### src/rtl/idct_pkg.sv
// Shared definitions for the IDCT frame sequencer.
//   FFTPTS_W        : width of the transform-size field
//   sched_state_e   : sequencer state encoding (IDLE / RUN)
//   is_legal_fftpts : true for the power-of-two sizes 16..2048 the IFFT supports
package idct_pkg;

  localparam int FFTPTS_W = 12;

  typedef enum logic [0:0] {
    ST_IDLE = 1'b0,
    ST_RUN  = 1'b1
  } sched_state_e;

  function automatic logic is_legal_fftpts(input logic [FFTPTS_W-1:0] pts);
    logic ok;
    case (pts)
      12'd16, 12'd32, 12'd64, 12'd128,
      12'd256, 12'd512, 12'd1024, 12'd2048: ok = 1'b1;
      default:                              ok = 1'b0;
    endcase
    return ok;
  endfunction

endpackage

### src/rtl/idct_frame_sched_if.sv
// Bus bundle between the frame sequencer and its surroundings.
//   cfg_*     : per-frame transform-size command and illegal-size pulse
//   up_*      : unframed upstream sample stream
//   fft_*     : framed IFFT sink stream with sop/eop and held fftpts
//   mon_*     : observation of the scaling stage output
//   inflight  : frames issued but not yet seen at the scaling output
//   ovf_rpt_* : per-frame saturation report
// slave  : the sequencer side.  master : the environment side.
interface idct_frame_sched_if #(
  parameter int wData   = 16,
  parameter int wOvfCnt = 12
);
  import idct_pkg::*;

  logic                cfg_valid;
  logic                cfg_ready;
  logic [FFTPTS_W-1:0] cfg_fftpts;
  logic                cfg_err;
  logic                up_valid;
  logic                up_ready;
  logic [wData-1:0]    up_real;
  logic [wData-1:0]    up_imag;
  logic                fft_valid;
  logic                fft_ready;
  logic                fft_sop;
  logic                fft_eop;
  logic [wData-1:0]    fft_real;
  logic [wData-1:0]    fft_imag;
  logic [FFTPTS_W-1:0] fft_fftpts;
  logic                mon_valid;
  logic                mon_sop;
  logic                mon_eop;
  logic                mon_overflow;
  logic [2:0]          inflight;
  logic                ovf_rpt_valid;
  logic [wOvfCnt-1:0]  ovf_rpt_cnt;

  modport slave (
    input  cfg_valid, cfg_fftpts, up_valid, up_real, up_imag, fft_ready,
           mon_valid, mon_sop, mon_eop, mon_overflow,
    output cfg_ready, cfg_err, up_ready, fft_valid, fft_sop, fft_eop,
           fft_real, fft_imag, fft_fftpts, inflight, ovf_rpt_valid, ovf_rpt_cnt
  );

  modport master (
    output cfg_valid, cfg_fftpts, up_valid, up_real, up_imag, fft_ready,
           mon_valid, mon_sop, mon_eop, mon_overflow,
    input  cfg_ready, cfg_err, up_ready, fft_valid, fft_sop, fft_eop,
           fft_real, fft_imag, fft_fftpts, inflight, ovf_rpt_valid, ovf_rpt_cnt
  );

endinterface

### src/rtl/idct_ovf_frame_cnt.sv
// Per-frame overflow counter on the scaling stage output.
//   clk, rst_sync      : clock, synchronous active-high reset
//   mon_*_i            : scaling stage valid/sop/eop/overflow
//   ovf_rpt_valid_o    : one-cycle pulse after each eop sample
//   ovf_rpt_cnt_o      : saturated count of overflow samples in that frame
module idct_ovf_frame_cnt #(
  parameter int wOvfCnt = 12
) (
  input  logic               clk,
  input  logic               rst_sync,
  input  logic               mon_valid_i,
  input  logic               mon_sop_i,
  input  logic               mon_eop_i,
  input  logic               mon_overflow_i,
  output logic               ovf_rpt_valid_o,
  output logic [wOvfCnt-1:0] ovf_rpt_cnt_o
);

  localparam logic [wOvfCnt-1:0] ACC_MAX = '1;
  localparam logic [wOvfCnt-1:0] ACC_ONE = {{(wOvfCnt-1){1'b0}}, 1'b1};

  function automatic logic [wOvfCnt-1:0] sat_inc(input logic [wOvfCnt-1:0] acc,
                                                 input logic inc);
    logic [wOvfCnt-1:0] res;
    if (inc && (acc != ACC_MAX)) begin
      res = acc + ACC_ONE;
    end else begin
      res = acc;
    end
    return res;
  endfunction

  logic [wOvfCnt-1:0] acc_q, acc_d;
  logic [wOvfCnt-1:0] rpt_cnt_q, rpt_cnt_d;
  logic               rpt_valid_q, rpt_valid_d;

  // Accumulate overflow flags; sop restarts the count with its own flag so a
  // single-sample frame reports exactly that sample.
  always_comb begin
    acc_d       = acc_q;
    rpt_cnt_d   = rpt_cnt_q;
    rpt_valid_d = 1'b0;
    if (mon_valid_i) begin
      if (mon_sop_i) begin
        acc_d = {{(wOvfCnt-1){1'b0}}, mon_overflow_i};
      end else begin
        acc_d = sat_inc(acc_q, mon_overflow_i);
      end
      if (mon_eop_i) begin
        rpt_cnt_d   = acc_d;
        rpt_valid_d = 1'b1;
      end else begin
        rpt_valid_d = 1'b0;
      end
    end else begin
      acc_d = acc_q;
    end
  end

  // Accumulator and report registers.
  always_ff @(posedge clk) begin
    if (rst_sync) begin
      acc_q       <= '0;
      rpt_cnt_q   <= '0;
      rpt_valid_q <= 1'b0;
    end else begin
      acc_q       <= acc_d;
      rpt_cnt_q   <= rpt_cnt_d;
      rpt_valid_q <= rpt_valid_d;
    end
  end

  assign ovf_rpt_valid_o = rpt_valid_q;
  assign ovf_rpt_cnt_o   = rpt_cnt_q;

endmodule

### src/rtl/idct_frame_sched.sv
// Frame sequencer in front of the IDCT IFFT + scaling chain.
//   clk, rst_sync : clock, synchronous active-high reset
//   bus (slave)   : command, upstream, IFFT sink, monitor and report signals
// Accepts one size command per frame, frames the upstream stream with
// sop/eop, holds fftpts for the frame, and tracks frames in flight up to
// MAX_INFLIGHT.
module idct_frame_sched
  import idct_pkg::*;
#(
  parameter int wData        = 16,
  parameter int MAX_INFLIGHT = 4,
  parameter int wOvfCnt      = 12
) (
  input logic               clk,
  input logic               rst_sync,
  idct_frame_sched_if.slave bus
);

  localparam logic [2:0] MAX_INF = 3'(MAX_INFLIGHT);

  sched_state_e        state_q, state_d;
  logic [FFTPTS_W-1:0] cnt_q, cnt_d;
  logic [FFTPTS_W-1:0] fftpts_q, fftpts_d;
  logic [2:0]          inflight_q, inflight_d;
  logic                cfg_err_q, cfg_err_d;

  logic cfg_ready_s, fft_valid_s, up_ready_s, last_s, frame_done_s, dec_s;

  // Samples pass straight through at the sink width; fft_valid alone gates them.
  logic [wData-1:0] real_s, imag_s;
  assign real_s = bus.up_real;
  assign imag_s = bus.up_imag;

  assign last_s = (cnt_q == (fftpts_q - 12'd1));

  // Sequencer: command accept in IDLE, sample framing in RUN.
  always_comb begin
    state_d      = state_q;
    cnt_d        = cnt_q;
    fftpts_d     = fftpts_q;
    cfg_err_d    = 1'b0;
    cfg_ready_s  = 1'b0;
    fft_valid_s  = 1'b0;
    up_ready_s   = 1'b0;
    frame_done_s = 1'b0;
    case (state_q)
      ST_IDLE: begin
        cfg_ready_s = (inflight_q < MAX_INF);
        if (bus.cfg_valid && cfg_ready_s) begin
          if (is_legal_fftpts(bus.cfg_fftpts)) begin
            fftpts_d = bus.cfg_fftpts;
            cnt_d    = 12'd0;
            state_d  = ST_RUN;
          end else begin
            cfg_err_d = 1'b1;
          end
        end else begin
          cfg_err_d = 1'b0;
        end
      end
      ST_RUN: begin
        fft_valid_s = bus.up_valid;
        up_ready_s  = bus.fft_ready;
        if (fft_valid_s && bus.fft_ready) begin
          if (last_s) begin
            cnt_d        = 12'd0;
            frame_done_s = 1'b1;
            state_d      = ST_IDLE;
          end else begin
            cnt_d = cnt_q + 12'd1;
          end
        end else begin
          cnt_d = cnt_q;
        end
      end
      default: begin
        state_d = ST_IDLE;
      end
    endcase
  end

  // Frames in flight: +1 on an issued eop, -1 on a monitored eop (never below 0).
  always_comb begin
    dec_s      = bus.mon_valid && bus.mon_eop && (inflight_q != 3'd0);
    inflight_d = inflight_q;
    case ({frame_done_s, dec_s})
      2'b10:   inflight_d = inflight_q + 3'd1;
      2'b01:   inflight_d = inflight_q - 3'd1;
      default: inflight_d = inflight_q;
    endcase
  end

  // Sequencer, counter and inflight registers.
  always_ff @(posedge clk) begin
    if (rst_sync) begin
      state_q    <= ST_IDLE;
      cnt_q      <= 12'd0;
      fftpts_q   <= 12'd0;
      inflight_q <= 3'd0;
      cfg_err_q  <= 1'b0;
    end else begin
      state_q    <= state_d;
      cnt_q      <= cnt_d;
      fftpts_q   <= fftpts_d;
      inflight_q <= inflight_d;
      cfg_err_q  <= cfg_err_d;
    end
  end

  assign bus.cfg_ready  = cfg_ready_s;
  assign bus.cfg_err    = cfg_err_q;
  assign bus.up_ready   = up_ready_s;
  assign bus.fft_valid  = fft_valid_s;
  assign bus.fft_sop    = fft_valid_s & (cnt_q == 12'd0);
  assign bus.fft_eop    = fft_valid_s & last_s;
  assign bus.fft_real   = real_s;
  assign bus.fft_imag   = imag_s;
  assign bus.fft_fftpts = fftpts_q;
  assign bus.inflight   = inflight_q;

  idct_ovf_frame_cnt #(
    .wOvfCnt(wOvfCnt)
  ) u_ovf (
    .clk             (clk),
    .rst_sync        (rst_sync),
    .mon_valid_i     (bus.mon_valid),
    .mon_sop_i       (bus.mon_sop),
    .mon_eop_i       (bus.mon_eop),
    .mon_overflow_i  (bus.mon_overflow),
    .ovf_rpt_valid_o (bus.ovf_rpt_valid),
    .ovf_rpt_cnt_o   (bus.ovf_rpt_cnt)
  );

endmodule

### src/flat_wrapper.sv
// flat-port wrapper written by rule: the top's interface ports become plain ports
module idct_frame_sched_flat import idct_pkg::*;
#(
  parameter int wData        = 16,
  parameter int MAX_INFLIGHT = 4,
  parameter int wOvfCnt      = 12
)
  (clk, rst_sync, bus_cfg_valid, bus_cfg_fftpts, bus_up_valid, bus_up_real, bus_up_imag, bus_fft_ready, bus_mon_valid, bus_mon_sop, bus_mon_eop, bus_mon_overflow, bus_cfg_ready, bus_cfg_err, bus_up_ready, bus_fft_valid, bus_fft_sop, bus_fft_eop, bus_fft_real, bus_fft_imag, bus_fft_fftpts, bus_inflight, bus_ovf_rpt_valid, bus_ovf_rpt_cnt);
  idct_frame_sched_if #(.wData(wData), .wOvfCnt(wOvfCnt)) bus_i ();
  input logic clk;
  input logic rst_sync;
  input wire logic [$bits(bus_i.cfg_valid)-1:0] bus_cfg_valid;
  input wire logic [$bits(bus_i.cfg_fftpts)-1:0] bus_cfg_fftpts;
  input wire logic [$bits(bus_i.up_valid)-1:0] bus_up_valid;
  input wire logic [$bits(bus_i.up_real)-1:0] bus_up_real;
  input wire logic [$bits(bus_i.up_imag)-1:0] bus_up_imag;
  input wire logic [$bits(bus_i.fft_ready)-1:0] bus_fft_ready;
  input wire logic [$bits(bus_i.mon_valid)-1:0] bus_mon_valid;
  input wire logic [$bits(bus_i.mon_sop)-1:0] bus_mon_sop;
  input wire logic [$bits(bus_i.mon_eop)-1:0] bus_mon_eop;
  input wire logic [$bits(bus_i.mon_overflow)-1:0] bus_mon_overflow;
  output wire logic [$bits(bus_i.cfg_ready)-1:0] bus_cfg_ready;
  output wire logic [$bits(bus_i.cfg_err)-1:0] bus_cfg_err;
  output wire logic [$bits(bus_i.up_ready)-1:0] bus_up_ready;
  output wire logic [$bits(bus_i.fft_valid)-1:0] bus_fft_valid;
  output wire logic [$bits(bus_i.fft_sop)-1:0] bus_fft_sop;
  output wire logic [$bits(bus_i.fft_eop)-1:0] bus_fft_eop;
  output wire logic [$bits(bus_i.fft_real)-1:0] bus_fft_real;
  output wire logic [$bits(bus_i.fft_imag)-1:0] bus_fft_imag;
  output wire logic [$bits(bus_i.fft_fftpts)-1:0] bus_fft_fftpts;
  output wire logic [$bits(bus_i.inflight)-1:0] bus_inflight;
  output wire logic [$bits(bus_i.ovf_rpt_valid)-1:0] bus_ovf_rpt_valid;
  output wire logic [$bits(bus_i.ovf_rpt_cnt)-1:0] bus_ovf_rpt_cnt;
  assign bus_i.cfg_valid = bus_cfg_valid;
  assign bus_i.cfg_fftpts = bus_cfg_fftpts;
  assign bus_i.up_valid = bus_up_valid;
  assign bus_i.up_real = bus_up_real;
  assign bus_i.up_imag = bus_up_imag;
  assign bus_i.fft_ready = bus_fft_ready;
  assign bus_i.mon_valid = bus_mon_valid;
  assign bus_i.mon_sop = bus_mon_sop;
  assign bus_i.mon_eop = bus_mon_eop;
  assign bus_i.mon_overflow = bus_mon_overflow;
  assign bus_cfg_ready = bus_i.cfg_ready;
  assign bus_cfg_err = bus_i.cfg_err;
  assign bus_up_ready = bus_i.up_ready;
  assign bus_fft_valid = bus_i.fft_valid;
  assign bus_fft_sop = bus_i.fft_sop;
  assign bus_fft_eop = bus_i.fft_eop;
  assign bus_fft_real = bus_i.fft_real;
  assign bus_fft_imag = bus_i.fft_imag;
  assign bus_fft_fftpts = bus_i.fft_fftpts;
  assign bus_inflight = bus_i.inflight;
  assign bus_ovf_rpt_valid = bus_i.ovf_rpt_valid;
  assign bus_ovf_rpt_cnt = bus_i.ovf_rpt_cnt;
  idct_frame_sched #(.wData(wData), .MAX_INFLIGHT(MAX_INFLIGHT), .wOvfCnt(wOvfCnt)) u_core (.clk(clk), .rst_sync(rst_sync), .bus(bus_i));
endmodule
### config.mk
export PLATFORM = sky130hd
export DESIGN_NAME = idct_frame_sched_flat
export DESIGN_NICKNAME = d
export VERILOG_FILES = /design/src/rtl/idct_pkg.sv /design/src/rtl/idct_frame_sched_if.sv /design/src/rtl/idct_ovf_frame_cnt.sv /design/src/rtl/idct_frame_sched.sv /design/src/flat_wrapper.sv
export SDC_FILE = /design/constraint.sdc
export NUM_CORES = 1
export LEC_CHECK = 0
export BUFFER_PORTS_ARGS = -buffer_cell sky130_fd_sc_hd__buf_2
export CAP_MARGIN = 5
export CORE_MARGIN = 2
export CORE_UTILIZATION = 46
export DETAILED_ROUTE_END_ITERATION = 12
export HOLD_SLACK_MARGIN = 0.1
export PLACE_DENSITY = 0.78
export SETUP_SLACK_MARGIN = 0.1
export SLEW_MARGIN = 20
export SYNTH_ARGS = -nofsm -noshare
export SYNTH_HDL_FRONTEND = slang
export SYNTH_SLANG_ARGS = --single-unit
### constraint.sdc
create_clock -name clk -period 2.7 [get_ports clk]
set_input_delay 0.27 -clock clk [delete_from_list [all_inputs] [get_ports clk]]
set_output_delay 0.27 -clock clk [all_outputs]
set_load 0.01 [all_outputs]
[Word level (Yosys, flattened, before mapping)]
Cells that the tools add are included.
Storage, ports and cells
  bits in registers: 54
  input port bits: 53
  output and inout port bits: 66
  logic and storage cells: 72
Operators by class
  add/sub/neg operators: 5
  order comparisons: 1
  equal/unequal tests: 15
  multiplexer cells: 24
  bitwise operators: 5
  reduce and logical (&&, ||, !) cells: 14
Operators with widths (count)
  $mux W12: 6
  $add A12 B1 Y12 const B: 2
  $pmux W12 S2: 1
  $mux W1: 15
  $eq A12 B10 Y1 const B: 1
  $eq A12 B11 Y1 const B: 1
  $eq A12 B12 Y1: 1
  $eq A12 B12 Y1 const B: 1
  $eq A12 B5 Y1 const B: 1
  $eq A12 B6 Y1 const B: 1
  $eq A12 B7 Y1 const B: 1
  $eq A12 B8 Y1 const B: 1
  $eq A12 B9 Y1 const B: 1
  $logic_not A12 Y1: 1
  $ne A12 B12 Y1 const B: 1
  $sub A12 B1 Y12 const B: 1
  $reduce_or A8 Y1: 1
  $pmux W3 S2: 1
  $reduce_and A3 Y1: 2
  $logic_and A1 B1 Y1: 5
  $ne A2 B1 Y1 const B: 2
  $add A3 B1 Y3 const B: 1
  $lt A3 B3 Y1 const B: 1
  $not A1 Y1: 3
  11 further kinds: 12

[Logic depth before layout (Yosys ltp)]
Gate-level depths: netlist of the first run.
  depth after elaboration: 8
  mapped depth: 15
  gate-level depth less buffers: 14

[Modules after synthesis]
From an unflattened synthesis of the first run, not the netlist that was laid out.
Second synthesis, totals
  cells, all modules: 439
  area total of the unflattened synthesis: 3545.9 µm²
Modules (own cells, without submodules)
  idct_frame_sched: instances 1, cells each 277, area an instance 2193.4 µm², seq. area each 580.6 µm²
  idct_ovf_frame_cnt: instances 1, cells each 162, area an instance 1352.5 µm², seq. area each 500.5 µm²

[Least setup slack after synthesis of the first run]
OpenSTA, ideal clock, no wires.
  path type: reg2reg
  start: reg u_core.fftpts_q[2], in the netlist u_core.bus.fft_fftpts[2]
  end: reg u_core.inflight_q[2], in the netlist u_core.bus.inflight[2]
  library setup time: 0.070 ns
  arrival: 2.914 ns
  required time: 2.630 ns
  slack: -0.284 ns
  stages on the path, launching flop included: 14
  buffers on the path: 1
  period minus slack after synthesis: 2.984 ns
  path through: dfxtp_1 -> nor4_1 -> and3_1 -> mux2i_1 -> nor3b_1 -> o211ai_2 -> buf_6 -> nand2b_1 -> ha_1 -> inv_1 -> fa_1 -> xor2_1 -> or3_1 -> a21oi_1
On the way
  cells in the longest elaborated chain, start to end: 7
  elaborated cells between the ends (all ways): 9
  those cells by class: add/sub: 1; eq/ne: 3; mux: 4; reduce/logical: 1
Ends and longest elaborated chain
  from (decl): RTL line idct_frame_sched.sv:23  | logic [FFTPTS_W-1:0] fftpts_q, fftpts_d;
  from (signal assigned): RTL line idct_frame_sched.sv:104  | fftpts_q <= fftpts_d;
  $sub A12 B1 Y12 *: RTL line idct_frame_sched.sv:34  | assign last_s = (cnt_q == (fftpts_q - 12'd1));
  $eq A12 B12 Y1 *: RTL line idct_frame_sched.sv:34
  $mux W1 *: RTL line idct_frame_sched.sv:65  | if (last_s) begin
  $mux W1 *: RTL line idct_frame_sched.sv:64  | if (fft_valid_s && bus.fft_ready) begin
  $mux W1 *: RTL line idct_frame_sched.sv:46  | case (state_q)
  $eq A2 B1 Y1 or $eq A2 B2 Y1 (tied branches): RTL line idct_frame_sched.sv:86  | case ({frame_done_s, dec_s})
  $pmux W3 S2 or $reduce_bool A2 Y1 (tied branches)
  to (signal assigned): RTL line idct_frame_sched.sv:105  | inflight_q <= inflight_d;
  to (decl): RTL line idct_frame_sched.sv:24  | logic [2:0] inflight_q, inflight_d;
Mark *: on every way between the ends. The rest lies on a longest branch, timed or not.
A chain may end at the register's enable or synchronous reset.

[Worst setup path after layout of the first run]
Same ends and word-level chain as after synthesis.

==> results of run 1 <==
==> synthesized netlist by cell type, drive strengths merged (4+ instances only) <==
| cell type | count | area share, % |
|---|---|---|
| nor2 | 56 | 6.2 |
| dfxtp | 54 | 32 |
| buf | 47 | 10 |
| nand2 | 42 | 4.7 |
| nand3 | 32 | 4.8 |
| a21oi | 22 | 3.3 |
| inv | 17 | 1.9 |
| xnor2 | 17 | 4.4 |
| nor3 | 16 | 2.5 |
| o21ai | 15 | 2.2 |
| mux2i | 14 | 4.2 |
| a31oi | 10 | 1.9 |
| clkbuf | 10 | 1.1 |
| xor2 | 9 | 2.3 |
| a22oi | 8 | 1.8 |
| nor4 | 7 | 1.9 |
| nand4b | 6 | 1.6 |
| or3 | 6 | 1.1 |
| ha | 5 | 1.9 |
| nor2b | 5 | 0.93 |
| and3 | 4 | 0.74 |
| nand2b | 4 | 0.74 |
| nand4 | 4 | 0.74 |
| nor3b | 4 | 0.89 |
==> routing by layer <==
metal | up-vias | track usage [%]
met5 | - | 0
met1 | 1461 | 25.4
met3 | 27 | 2.77
li1 | 1524 | -
met2 | 107 | 36.3
met4 | 0 | 8.41
==> timing repair <==
action	in CTS	in global routing
setup buffers	4	0
resized for setup	17	0
setup endpoints to repair	3	3
pin swaps	6	0
==> cell type report <==
type | count | share of cell area (%)
Timing Repair Buffer | 75 | 11.4
Inverter | 17 | 1.68
Sequential cell | 54 | 29.0
Tap cell | 99 | 3.27
Multi-Input combinational cell | 309 | 52.4
Clock buffer | 7 | 2.01
Clock inverter | 1 | 0.198
==> power by group <==
part	total, mW	internal [mW]	switching [mW]	leakage [nW]
sequential	0.828	0.808	0.0197	0.442
combinational	0.152	0.0632	0.0888	1.09
clock	0.450	0.184	0.266	0.0385
total	1.43	1.06	0.374	1.57
==> flip-flops by register name (all words and copies together), names as in the netlist <==
register and count:
u_core.u_ovf.acc_q 12, u_core.u_ovf.ovf_rpt_cnt_o 12, u_core.bus.cfg_err 1, u_core.cnt_q 12, u_core.bus.fft_fftpts 12, u_core.u_ovf.ovf_rpt_valid_o 1
u_core.bus.inflight 3, u_core.state_q 1
==> cell families (layout without fill, tap and decap cells) <==
| logic type | count (synthesis) | in the layout | share of synthesized area (%) |
|---|---|---|---|
| flops | 54 | 54 | 32.1 |
| fa+ha+maj | 6 | 6 | 2.46 |
| simple gates | 199 | 199 | 29.8 |
| xor+xnor | 26 | 26 | 6.77 |
| buf+inv | 74 | 100 | 13.0 |
| compound gates | 64 | 64 | 11.7 |
| mux | 14 | 14 | 4.17 |
==> worst paths after layout <==
| path | to | slack, ns | depth (start not counted) |
|---|---|---|---|
| min reg2reg | u_core.u_ovf.ovf_rpt_cnt_o[1] | 0.46 | 2 |
| min | u_core.state_q | 0.21 | 3 |
| max | u_core.bus.inflight[2] | -0.002 | 12 |
| max reg2reg | u_core.bus.inflight[2] | -0.002 | 12 |
==> metrics by stage <==
| step | instances | setup slack (ns) |
|---|---|---|
| floorplan | 437 | -0.0814 |
| global placement | 550 | 0.0695 |
| detailed placement | 550 | -0.0426 |
| CTS | 562 | 0.0131 |
| global route | 562 | -0.146 |
| finish | 562 | -0.00243 |
==> worst min-delay path: stages <==
cell and delay, ns:
buf_2 0.11, nand3_1 0.05, a21oi_1 0.05
==> impl_metrics.toml, run 1 <==
[outcome]
status = "complete, but fails checks"
violations = "negative setup slack"

[placement]
placed_cell_area_um2 = 3580
dp_hpwl_um = 5840
routabilityCongestion = 0.938
portBuffers = 54

[synth]
syn-cell-area_um2 = 3360
syn-mean-instance-area_um2 = 7.70
yosys_warnings = 0
ys.flop_type = "dfxtp_1"
ys_async_sr_fraction_pct = 0
syn_nets = 496
ys_types = 46
synth-edff-count = 0
seq_area_frac_synth_pct = 32.1
syn_inst = 437
synth_seq_cells = 54

[clocking]
holdBufCountCts = 0
htree_levels = 2
cts_buffer_depth = 2
numCtsBuffers = 5
root_buffer = "clkbuf_8"
cts.sinks = 54
cts.clk_slew.worst_paths_ns = 0.11
clock_latency_ns = 0.31
cts_tree = "done"

[final_layout]
drive_gt1_share_pct = 24.4
mostFrequentLayoutCells = "56 x nor2_1, 54 x buf_2, 45 x dfxtp_1"
design_area_um2 = 3790
final_net_count = 521
final_common_cell = "nor2_1"
areaGrowthSynthToFinish_pct = 12.7
multi_input_area_um2 = 1990
final_core_util_pct = 52.8
seqCellArea_um2 = 1100
fill_cells = 646
antenna_cells = 0

[critical_path]
critical_path_class = "reg -> reg"
cpPeakStageDelay_ns = 0.37
path_delay_family = "simple AND/OR/NAND/NOR gates"
cpMaxStageDelayCell = "dfxtp_2"
crit_chain = "nor4_4, and3_4, mux2i_1, nor3b_1, o211ai_2, nand2b_4, ha_4, inv_2, fa_2, xor2_1, or3_1, a21oi_1"
path_buf_inv = 1
worstPathMaxFanout = 4
critical_path.startpoint = "u_core.bus.fft_fftpts[2]"
cp.arrival_ns = 2.95
cp-end-kind = "flip-flop"
startpoint_type = "flip-flop"
crit_required_ns = 2.95
r2r_start = "u_core.bus.fft_fftpts[2]"

[global_route]
grt_pass1_vias = 2842
overflow = 0
grt_usage_pct = 20.7
grt_pass1_wl_um = 13100
antenna_found_initial = 0
grt_max_degree = 39

[sta]
finalHoldViolations = 0
worst_slack_ns = -0.00243
worst_slew_pin_slew_ns = 0.709
clock_skew_ns = 0.0146
hold_ws_ns = 0.208
setup_viol = 1
relSlewSlack_pct = 52.7
fmax_ghz = 0.370
rsz0062_at_grt = "true"
drv_slew = 0
tns_ns = -0.00243
post-route-period-util_pct = 100
period_needed_ns = 2.70

[route]
drtIter0Drc = 193
via_per_inst = 5.55
dr_wl_met3_um = 384
met2_wirelength_um = 4060
drc_errors = 0
met1Wirelength_um = 3390
drtAntennaViolNets = 0
wl_um = 8070
dr_total_vias = 3119
wl_per_cell_um = 14.4
first_pass_iters = 4
highest_layer = "met4"

[pwr]
p_total_mw = 1.43
p_per_area_nw_per_um2 = 377
peakVddDrop_v = 0.000214
cellLeakagePower_nw = 1.57

[hold_path]
worstHoldStart = "bus_cfg_valid"
hp-class = "in -> reg"

[die]
rows = 31
die_w_um = 89.5
die_y_um = 89.5
core_um2 = 7180
initial_core_util_pct = 46.9
num_io_pins = 119
die_area_um2 = 8010

[run]
maxCapViolations = 0
(Power assumes the default switching activity.)
==> run 2: changes to the inputs <==
--- a/config.mk
+++ b/config.mk
@@ -7,10 +7,8 @@
 export LEC_CHECK = 0
 export BUFFER_PORTS_ARGS = -buffer_cell sky130_fd_sc_hd__buf_2
 export CAP_MARGIN = 5
-export CORE_MARGIN = 2
 export CORE_UTILIZATION = 46
 export DETAILED_ROUTE_END_ITERATION = 12
-export HOLD_SLACK_MARGIN = 0.1
 export PLACE_DENSITY = 0.78
 export SETUP_SLACK_MARGIN = 0.1
 export SLEW_MARGIN = 20
==> run 2 against run 1 <==
The flow still finishes with violations (negative setup slack); combinational power barely moved; sequential share of layout area fell by 0.52 points; sequential cell count did not move; clock-buffer cell count did not move; maximum frequency fell by 3.4%; via count did not move; sequential power barely moved; design area rose by 1.4%; clock power rose by 42%; setup slack got worse by 0.096 ns; power rose by 13%; register-to-register slack got worse by 0.096 ns.
==> impl_metrics.toml, run 2 (synthesis gave the netlist of run 1 again) <==
[outcome]
status = "complete, but fails checks"
violations = "negative setup slack"

[hold_path]
min_to = "u_core.bus.cfg_err"
hold-path-cell-count = 3
worstHoldStart = "bus_cfg_valid"
hp-class = "in -> reg"

[sta]
setup_viol = 1
clock_skew_ns = 0.0108
rsz0062_at_grt = "true"
worst_slew_pin_slew_ns = 0.676
post-route-period-util_pct = 104
worst_slack_ns = -0.0987
tns_ns = -0.0987
hold_ws_ns = 0.228
fmax_ghz = 0.357
drv_slew = 0
relSlewSlack_pct = 55.0
period_needed_ns = 2.80
finalHoldViolations = 0

[route]
drtAntennaViolNets = 0
drc_errors = 0
via_per_inst = 5.52
dr_total_vias = 3119
first_pass_iters = 4
wl_per_cell_um = 14.4
wl_um = 8150
drtIter0Drc = 176

[placement]
placed_cell_area_um2 = 3600
dp_hpwl_um = 5770
portBuffers = 54
place_ws_ns = -0.103
routabilityCongestion = 0.876
placed_cells_incl_taps = 550

[clocking]
holdBufCountCts = 0
htree_levels = 2
cts_buffer_depth = 2
clock_latency_ns = 0.32
cts.sinks = 54
cts.clk_slew.worst_paths_ns = 0.10
root_buffer = "clkbuf_8"
cts_tree = "done"
numCtsBuffers = 5

[final_layout]
drive_gt1_share_pct = 25.2
final_cells = 565
final_net_count = 527
areaGrowthSynthToFinish_pct = 14.2
design_area_um2 = 3840
antenna_cells = 0
mostFrequentLayoutCells = "55 x nor2_1, 54 x buf_2, 47 x dfxtp_1"
final_common_cell = "nor2_1"

[global_route]
grt_usage_pct = 21.8
grt_pass1_vias = 2922
use_met3_pct = 5.12
met1_usage_pct = 25.6
grt_pass1_wl_um = 13200
grt_max_degree = 39
overflow = 0
antenna_found_initial = 0
grt_use_met2_pct = 38.4
grt_busiest_layer = "met2"

[die]
rows = 30
initial_core_util_pct = 48.4
num_io_pins = 119
core_um2 = 6940
die_y_um = 87.5
die_area_um2 = 7660
die_w_um = 87.5

[critical_path]
crit_required_ns = 2.95
startpoint_type = "flip-flop"
reg2reg_slack_ns = -0.1
r2r_cells = 13
cp-end-kind = "flip-flop"
timing.rr.end = "u_core.bus.inflight[2]"
worstPathMaxFanout = 4
critical_path_class = "reg -> reg"
cp.arrival_ns = 3.05
r2r_start = "u_core.bus.fft_fftpts[2]"

[pwr]
p_per_area_nw_per_um2 = 420
cellLeakagePower_nw = 1.62
peakVddDrop_v = 0.000266

[run]
maxCapViolations = 0
run 2: changes by cell type in the layout (fill, tap and decap cells not counted), sizes merged:
cell,change
bufinv,+1
buf,+6
clkinvlp,-1
run 2: per-layer routing:
metal | vias to the layer above | wire length [µm]
li1 | 1536 | -
met1 | 1431 | 3380
met2 | 127 | 4040
met3 | 25 | 520
met4 | 0 | 203
met5 | - | 0
run 2: power by group:
part	switching, mW	internal, mW
sequential	0.0187	0.809
combinational	0.0871	0.0622
clock	0.278	0.358
run 2: metrics by stage:
stage,util (%),power (mW)
2_1_floorplan,-,0.985
3_3_place_gp,51.9,0.986
3_5_place_dp,51.9,0.991
4_1_cts,54.9,1.62
5_1_grt,55.3,1.67
6_report,55.3,1.61
run 2: worst max path at each step:
stage | start | to | slack, ns | depth (start not counted)
after floorplan | u_core.bus.fft_fftpts[5] | u_core.bus.inflight[2] | -0.08 | 13
after global placement | u_core.bus.fft_fftpts[6] | u_core.bus.inflight[2] | 0.05 | 12
after CTS | u_core.bus.fft_fftpts[5] | u_core.bus.inflight[2] | -0.02 | 12
final | u_core.bus.fft_fftpts[2] | u_core.bus.inflight[2] | -0.1 | 13
after global routing | u_core.bus.fft_fftpts[2] | u_core.bus.inflight[2] | -0.27 | 13
after detailed placement | u_core.bus.fft_fftpts[1] | u_core.bus.inflight[2] | -0.10 | 12
run 2: layout make-up:
type | count | area (µm²)
repair buffers | 81 | 473
multi-input cells | 309 | 1950
flip-flops and latches | 54 | 1090
well taps | 96 | 120
inverters | 17 | 63.8
clock inverters | 1 | 30.0
clock buffers | 7 | 108
fillers | 622 | 3100
run 2: timing repair:
action,4_1_cts,5_1_grt
gates resized for setup,5,4
setup endpoints to repair,3,3
pin swaps,5,3
buffers inserted,5,2
run 2: critical path: stages, from the launching register on:
cell and delay [ns]:
dfxtp_2 0.37, nor4_4 0.36, buf_4 0.17, nand3_1 0.10
xnor2_1 0.19, o31ai_1 0.12, o211ai_2 0.20, nand2b_4 0.16
ha_4 0.13, inv_2 0.04, fa_2 0.32, xor2_1 0.15
or3_1 0.30, a21oi_1 0.13
==> run 3: changes to the inputs <==
--- a/config.mk
+++ b/config.mk
@@ -7,11 +7,12 @@
 export LEC_CHECK = 0
 export BUFFER_PORTS_ARGS = -buffer_cell sky130_fd_sc_hd__buf_2
 export CAP_MARGIN = 5
-export CORE_UTILIZATION = 46
+export CELL_PAD_IN_SITES_DETAIL_PLACEMENT = 1
+export CELL_PAD_IN_SITES_GLOBAL_PLACEMENT = 1
+export CORE_UTILIZATION = 32
 export DETAILED_ROUTE_END_ITERATION = 12
-export PLACE_DENSITY = 0.78
+export PLACE_DENSITY_LB_ADDON = 0.1
 export SETUP_SLACK_MARGIN = 0.1
-export SLEW_MARGIN = 20
 export SYNTH_ARGS = -nofsm -noshare
 export SYNTH_HDL_FRONTEND = slang
 export SYNTH_SLANG_ARGS = --single-unit
==> constraint.sdc (replaced) <==
create_clock -name clk -period 2.3 [get_ports clk]
set_input_delay 0.23 -clock clk [delete_from_list [all_inputs] [get_ports clk]]
set_output_delay 0.23 -clock clk [all_outputs]
set_load 0.01 [all_outputs]
==> run 3 against run 2 <==
The flow still finishes with violations (negative setup slack); die area up 43%; combinational power up 37%; non-clock buffer count up 22; global-route usage down 4.0 points; critical path depth down 1; sequential share of layout area down 1.2 points; sequential cell count unchanged; clock skew about the same; critical path type unchanged; largest power group unchanged.
==> impl_metrics.toml, run 3 (synthesis gave the netlist of run 1 again) <==
[final_layout]
final_common_cell = "nor2_1"
final_net_count = 549
final_cells = 626
drive_gt1_share_pct = 28.6
areaGrowthSynthToFinish_pct = 19.7
mostFrequentLayoutCells = "56 x nor2_1, 54 x buf_2, 48 x buf_4"
antenna_cells = 0

[clocking]
numCtsBuffers = 5
holdBufCountCts = 0
cts.sinks = 54
htree_levels = 2
cts_tree = "done"
cts.clk_slew.worst_paths_ns = 0.10
clock_latency_ns = 0.31
cts_buffer_depth = 2
root_buffer = "clkbuf_8"

[global_route]
overflow = 0
antenna_found_initial = 0
grt_max_degree = 24
grt_pass1_vias = 3062
grt_pass1_wl_um = 15600
grt_usage_pct = 17.8

[critical_path]
crit_required_ns = 2.55
startpoint_type = "flip-flop"
cp.arrival_ns = 2.98
worstPathMaxFanout = 4
cp-end-kind = "flip-flop"
critical_path_class = "reg -> reg"
r2r_cells = 12

[die]
rows = 37
die_area_um2 = 10900
die_w_um = 105
num_io_pins = 119
core_um2 = 10300
die_y_um = 105
initial_core_util_pct = 32.7

[route]
first_pass_iters = 4
met1Wirelength_um = 4970
dr_wl_met3_um = 348
highest_layer = "met4"
met2_wirelength_um = 4300
wl_um = 9670
wl_per_cell_um = 15.5
dr_total_vias = 3149
drtIter0Drc = 106
drtAntennaViolNets = 0
via_per_inst = 5.03
drc_errors = 0

[placement]
routabilityCongestion = 0.759
placed_cells_incl_taps = 617
dp_hpwl_um = 7430
place_ws_ns = -0.441
portBuffers = 54

[sta]
drv_slew = 0
setup_viol = 4
hold_ws_ns = 0.195
fmax_ghz = 0.366
clock_skew_ns = 0.0105
finalHoldViolations = 0
period_needed_ns = 2.73
worst_slew_pin_slew_ns = 0.574
rsz0062_at_grt = "true"
post-route-period-util_pct = 119
relSlewSlack_pct = 61.7
worst_slack_ns = -0.431

[pwr]
peakVddDrop_v = 0.000239
cellLeakagePower_nw = 1.72
p_total_mw = 1.71
p_per_area_nw_per_um2 = 425

[outcome]
status = "complete, but fails checks"
violations = "negative setup slack"

[hold_path]
hold-path-cell-count = 3
hp-class = "in -> reg"

[run]
maxCapViolations = 0
[run 3: worst max-delay path, cell delays in order, from the launching register on]
cell and delay, ns:
dfxtp_4 0.38, nor4_4 0.32, and3_4 0.24, mux2i_1 0.19
nor3b_1 0.08, o211ai_2 0.22, nand2b_4 0.17, ha_4 0.13
inv_2 0.03, fa_2 0.33, xor2_1 0.15, or3_1 0.31
a21oi_1 0.12
[run 3: timing repair]
action,4_1_cts,5_1_grt
endpoints found under the setup margin,6,22
setup buffers,0,2
pin swaps,3,4
gates resized for setup,7,3
[run 3: report_power, final]
group	internal (mW)	total, mW	switching (mW)	leakage, nW
sequential	0.949	0.964	0.0155	0.441
clock	0.210	0.544	0.334	0.0406
combinational	0.0855	0.204	0.118	1.24
total	1.24	1.71	0.468	1.72
[run 3: path summary, 6_finish.rpt]
| path | start | to | slack (ns) |
|---|---|---|---|
| worst min-delay path | bus_cfg_valid | u_core.bus.cfg_err | 0.20 |
| worst max-delay path | u_core.bus.fft_fftpts[5] | u_core.bus.inflight[2] | -0.43 |
| worst min register to register | u_core.u_ovf.ovf_rpt_cnt_o[0] | u_core.u_ovf.ovf_rpt_cnt_o[0] | 0.46 |
| worst max register to register | u_core.bus.fft_fftpts[5] | u_core.bus.inflight[2] | -0.43 |
[run 3: metal layers]
metal  global-route usage (%)  vias to the layer above
li1                         -                     1574
met1                     25.6                     1518
met2                     27.5                       53
met3                     3.13                        4
met4                     4.29                        0
met5                        0                        -
[run 3: through the flow]
stage	instance area [µm²]	utilization, %	setup TNS (ns)
after floorplan	3440	-	-0.987
after global placement	3870	37.6	-0.803
after detailed placement	3870	37.6	-0.940
after CTS	4000	38.9	-1.07
after global routing	4030	39.2	-1.64
final	4030	39.2	-0.975
[run 3: area by class of cell]
| class | count | area [µm²] |
|---|---|---|
| fill | 1283 | 6250 |
| multi-input combinational | 309 | 1960 |
| sequential | 54 | 1100 |
| timing repair buffer | 103 | 651 |
| tap | 136 | 170 |
| clock buffer | 5 | 68.8 |
| inverter | 17 | 63.8 |
| clock inverter | 2 | 13.8 |
